===== config.mk =====
export PLATFORM = sky130hd
export DESIGN_NAME = bcd_countdown_timer_flat
export DESIGN_NICKNAME = d
export VERILOG_FILES = /design/src/rtl/bcd_countdown_timer_if.sv /design/src/rtl/bcd_countdown_timer.sv /design/src/flat_wrapper.sv
export SDC_FILE = /design/constraint.sdc
export NUM_CORES = 1
export LEC_CHECK = 0
export CORE_UTILIZATION = 47
export DETAILED_ROUTE_END_ITERATION = 12
export HOLD_SLACK_MARGIN = 0.15
export PLACE_DENSITY = 0.76
export SYNTH_ARGS = -nofsm -noshare
export SYNTH_HDL_FRONTEND = slang
export SYNTH_SLANG_ARGS = --single-unit

===== constraint.sdc =====
create_clock -name clk -period 2.4 [get_ports clk]
set_input_delay 0.36 -clock clk [delete_from_list [all_inputs] [get_ports clk]]
set_output_delay 0.36 -clock clk [all_outputs]
set_load 0.05 [all_outputs]

===== src/rtl/bcd_countdown_timer_if.sv =====
// bcd_countdown_timer_if: control, preset and status bundle of the BCD countdown timer
interface bcd_countdown_timer_if #(
    parameter int DIGITS = 4
);
    logic                  load;
    logic                  start;
    logic                  pause;
    logic [4*DIGITS-1:0]   data;
    logic [4*DIGITS-1:0]   count;
    logic                  tick;
    logic                  running;
    logic                  done;

    modport master (
        output load, start, pause, data,
        input  count, tick, running, done
    );

    modport slave (
        input  load, start, pause, data,
        output count, tick, running, done
    );
endinterface


===== src/rtl/bcd_countdown_timer.sv =====
// bcd_countdown_timer: loadable multi-digit BCD down-counter with prescaler, pause and expiry pulse
module bcd_countdown_timer #(
    parameter int DIGITS   = 4,
    parameter int TICK_DIV = 1,
    parameter int PRE_W    = 12
) (
    input logic                  clk,
    input logic                  clear,
    bcd_countdown_timer_if.slave bus
);
    localparam int W = 4 * DIGITS;

    typedef enum logic [1:0] {S_IDLE, S_RUN, S_PAUSED, S_EXPIRED} state_t;

    state_t           r_state, w_state_nx;
    logic [W-1:0]     r_count, w_count_nx, w_dec, w_sat;
    logic [PRE_W-1:0] r_pre, w_pre_nx;
    logic             r_tick, r_done, r_running;
    logic             w_tick_nx, w_done_nx, w_borrow, w_wrap;

    assign w_wrap      = r_pre == PRE_W'(TICK_DIV - 1);
    assign bus.count   = r_count;
    assign bus.tick    = r_tick;
    assign bus.running = r_running;
    assign bus.done    = r_done;

    // per-digit saturation of the preset and rippled-borrow decrement of the count
    always_comb begin
        w_borrow = 1'b1;
        w_sat    = '0;
        w_dec    = '0;
        for (int i = 0; i < DIGITS; i++) begin
            w_sat[4*i+:4] = bus.data[4*i+:4] > 4'd9 ? 4'd9 : bus.data[4*i+:4];
            w_dec[4*i+:4] = !w_borrow ? r_count[4*i+:4] :
                            r_count[4*i+:4] == 4'd0 ? 4'd9 : r_count[4*i+:4] - 4'd1;
            w_borrow      = w_borrow && r_count[4*i+:4] == 4'd0;
        end
    end

    // next state, count, prescaler and pulses; load overrides everything but clear
    always_comb begin
        w_state_nx = r_state;
        w_count_nx = r_count;
        w_pre_nx   = r_pre;
        w_tick_nx  = 1'b0;
        w_done_nx  = 1'b0;
        if (bus.load) begin
            w_count_nx = w_sat;
            w_pre_nx   = '0;
            w_state_nx = S_IDLE;
        end else begin
            case (r_state)
                S_RUN: begin
                    if (bus.pause) begin
                        w_state_nx = S_PAUSED;
                    end else if (w_wrap) begin
                        w_pre_nx   = '0;
                        w_count_nx = w_dec;
                        w_tick_nx  = 1'b1;
                        if (w_dec == '0) begin
                            w_state_nx = S_EXPIRED;
                            w_done_nx  = 1'b1;
                        end
                    end else begin
                        w_pre_nx = r_pre + 1'b1;
                    end
                end
                S_PAUSED: w_state_nx = bus.start ? S_RUN : S_PAUSED;
                default: begin
                    if (bus.start) begin
                        w_state_nx = r_count != '0 ? S_RUN : S_EXPIRED;
                        w_done_nx  = r_count == '0;
                        w_pre_nx   = '0;
                    end
                end
            endcase
        end
    end

    // state and datapath registers with synchronous clear
    always_ff @(posedge clk) begin
        if (clear) begin
            r_state   <= S_IDLE;
            r_count   <= '0;
            r_pre     <= '0;
            r_tick    <= 1'b0;
            r_done    <= 1'b0;
            r_running <= 1'b0;
        end else begin
            r_state   <= w_state_nx;
            r_count   <= w_count_nx;
            r_pre     <= w_pre_nx;
            r_tick    <= w_tick_nx;
            r_done    <= w_done_nx;
            r_running <= w_state_nx == S_RUN;
        end
    end
endmodule

===== src/flat_wrapper.sv =====
// flat-port wrapper written by rule: the top's interface ports become plain ports
module bcd_countdown_timer_flat 
#(
    parameter int DIGITS   = 4,
    parameter int TICK_DIV = 1,
    parameter int PRE_W    = 12
)
  (clk, clear, bus_load, bus_start, bus_pause, bus_data, bus_count, bus_tick, bus_running, bus_done);
  bcd_countdown_timer_if #(.DIGITS(DIGITS)) bus_i ();
  input logic clk;
  input logic clear;
  input wire logic [$bits(bus_i.load)-1:0] bus_load;
  input wire logic [$bits(bus_i.start)-1:0] bus_start;
  input wire logic [$bits(bus_i.pause)-1:0] bus_pause;
  input wire logic [$bits(bus_i.data)-1:0] bus_data;
  output wire logic [$bits(bus_i.count)-1:0] bus_count;
  output wire logic [$bits(bus_i.tick)-1:0] bus_tick;
  output wire logic [$bits(bus_i.running)-1:0] bus_running;
  output wire logic [$bits(bus_i.done)-1:0] bus_done;
  assign bus_i.load = bus_load;
  assign bus_i.start = bus_start;
  assign bus_i.pause = bus_pause;
  assign bus_i.data = bus_data;
  assign bus_count = bus_i.count;
  assign bus_tick = bus_i.tick;
  assign bus_running = bus_i.running;
  assign bus_done = bus_i.done;
  bcd_countdown_timer #(.DIGITS(DIGITS), .TICK_DIV(TICK_DIV), .PRE_W(PRE_W)) u_core (.clk(clk), .clear(clear), .bus(bus_i));
endmodule

==> summary.txt <==
Global route
  – Initial antenna violation count: 0
  – Largest net degree at the start of global routing: 31
  – Grt ovf: 0
  – Total track usage: 0.249
  – Vias in the first global route: 1871
  – First-pass GRT wire length: 8440 um

Final layout
  – Fin nets: 342
  – Share of cells above drive strength 1: 0.230
  – Finished Cell Area: 2890 um2
  – Area Growth Syn to Fin: 41.1%
  – Fin util: 0.707
  – Post-Layout Cell Count: 368
  – Ant diodes: 0

Yosys
  – Main area contributors after synthesis: dfxtp_1, a21oi_1, nor2_1
  – Main synth FF type: dfxtp_1
  – Synth top cells by count: dfxtp_1, nor2_1, nand2_1
  – Post-synth top area share: 0.323
  – Cell with the most instances after synthesis: dfxtp_1
  – Seq/Total Area, Yosys: 0.323
  – FFs w/ async S/R, synth: 0
  – Synth warn: 0
  – EDFF count, synth: 0
  – Cell taking the most area after synthesis: dfxtp_1
  – Syn_area_per_cell: 8.33 um2
  – Yosys reg bits: 33
  – Post-Syn Area: 2050 um2
  – Gate Count Post-Synth: 246
  – Syn nets: 271
  – Count of different cell masters after synthesis: 49

Floorplanning
  – Rows: 23
  – Initial core utilization: 0.501
  – Die height: 68.0 um
  – # IOs: 40
  – Die ar.: 4630 um2
  – Core area: 4090 um2
  – Die X: 68.0 um

Clock tree
  – Clk slew on worst S/H paths: 0.07 ns
  – CTS tree: done
  – Setup bufs post-CTS: 0
  – Clk buf depth: 2
  – Cts bufs inserted: 5
  – Clk sinks: 33
  – Clk_lat worst skew: 0.29 ns
  – H-tree depth: 2
  – Hold buffer count at CTS: 0
  – Clock root cell: clkbuf_8

Routing
  – Antenna Nets Post-Route: 0
  – TritonRoute pass-1 iters: 4
  – Average via count per standard cell: 5.68
  – Total number of vias: 2089
  – WL/cell: 14.2 um
  – 1st-iter DRT viols: 179
  – Drc violations: 0
  – Post-Route WL: 5210 um

Place
  – Routability Congestion: 0.851
  – Dpl cell area: 2730 um2
  – IO buf count: 39
  – Dpl cells: 360
  – DP HPWL: 3830 um

Critical path
  – Crit path launch type: flip-flop
  – Buf+Inv Stages, Crit Path: 2
  – Max incr delay on CP: 0.66 ns
  – Worst setup startpoint: u_core.r_pre[1]
  – Setup crit end kind: flip-flop
  – Worst EP arrival: 2.60 ns
  – Worst r2r src: u_core.r_pre[1]
  – Cells along the critical path: inv_2 > ha_4 > or4b_4 > or4_4 > buf_6 > nor4b_4 > xor2_1 > o21a_1
  – Worst path depth: 8
  – Kind of cell adding the most delay to the critical path: simple AND/OR/NAND/NOR gates
  – Crit Path Max Fanout: 8
  – Data required time at the worst endpoint: 2.59 ns
  – Reg2Reg Depth: 8
  – Critical path class: reg -> reg
  – CP max stage cell: or4_4

Timing
  – Max Slew Vio Count: 0
  – Unrepaired setup endpoints after global routing: yes
  – Slew margin rel.: 0.651
  – Final Setup Violations: 1
  – Final worst setup slack: -0.00835 ns
  – Fin crit share: 1.00
  – Final hold slack: 0.556 ns
  – Tmin final: 2.41 ns
  – F_max: 0.415 GHz
  – Worst Max-Slew Pin Slew: 0.522 ns
  – Total negative setup slack: -0.00835 ns
  – Setup Skew: 0.00888 ns
  – Final hold viol count: 0

Pwr
  – Pleak: 0.00109 uW
  – VDD IR max: 0.276 mV
  – Power Density: 482 nW/um2

Job
  – Max-cap violations: 0

Worst hold path
  – Hold Crit Start: u_core.r_pre[11]
  – Hold path cells: 2
  – Hold Crit Class: reg -> reg

Outcome
  – Status: finished with violations
  – Failing checks: setup timing
-- timing repair --
| action | CTS | global route |
|---|---|---|
| resized for setup | 3 | 13 |
| setup endpoints to repair | 3 | 8 |
| pin swaps | 1 | 10 |
-- metal layers --
layer  routed length, um  part of all wire  up-vias  global-route usage
li1                    -                 -     1036                   -
met1                2410              0.46      989               0.330
met2                2500              0.48       58               0.401
met3                 224             0.043        6              0.0500
met4                  72             0.014        0              0.0781
met5                   0                 0        -                   0
-- power breakdown --
group	leakage (uW)	switching (uW)	internal, uW
logic	0.000771	220	165
registers	0.000271	20.1	569
clock network	0.0000450	216	201
total	0.00109	456	935
-- state kept, by name, summed over array words and instances (netlist names) --
name / count
u_core.bus.running: 1
u_core.bus.tick: 1
u_core.bus.count: 16
u_core.r_state: 2
u_core.bus.done: 1
u_core.r_pre: 12
-- path summary, 6_finish.rpt --
kind / to / slack, ns
max reg2reg: u_core.bus.count[15] / -0.008
min reg2reg: u_core.r_pre[11] / 0.56
max: u_core.bus.count[15] / -0.008
min: u_core.r_pre[11] / 0.56
-- cell usage in the layout (no fill, tap or decap), types with 9 or more instances in the layout --
master,Yosys,layout
a21oi_1,15,15
dfxtp_1,33,31
nand2_1,16,16
buf_4,0,33
o21ai_0,15,15
nor2_1,20,20
inv_1,12,10
clkdlybuf4s50_1,0,39
o21a_1,9,9
nor3_1,12,9
-- tightest hold or removal path, cell delays in order (launching register included) --
cell	delay [ns]
dfxtp_1	0.35
o21ai_0	0.09
a21oi_1	0.06
-- per-stage QoR --
step	total power, uW	setup slack [ns]
after detailed placement	969	-0.0481
final	1390	-0.00835
after CTS	1380	-0.0227
after global placement	964	-0.00232
after floorplan	829	-0.00751
after global routing	1440	-0.0901
-- cell type report --
| cell class | count | area [um2] |
|---|---|---|
| tap | 50 | 62.6 |
| timing repair buffer | 74 | 661 |
| multi-input combinational | 191 | 1380 |
| fill | 351 | 1200 |
| clock inverter | 2 | 10.0 |
| clock buffer | 6 | 72.6 |
| inverter | 12 | 45.0 |
| sequential | 33 | 663 |
-- cells by family after synthesis --
kind of cell,synth area share
XOR/XNOR,0.0556
buffers and inverters,0.0452
adder cells (fa/ha/maj),0.0244
AO/OA/AOI/OAI,0.173
AND/OR/NAND/NOR,0.338
multiplexers,0.0409
flip-flops,0.323
(Power assumes the default switching activity.)
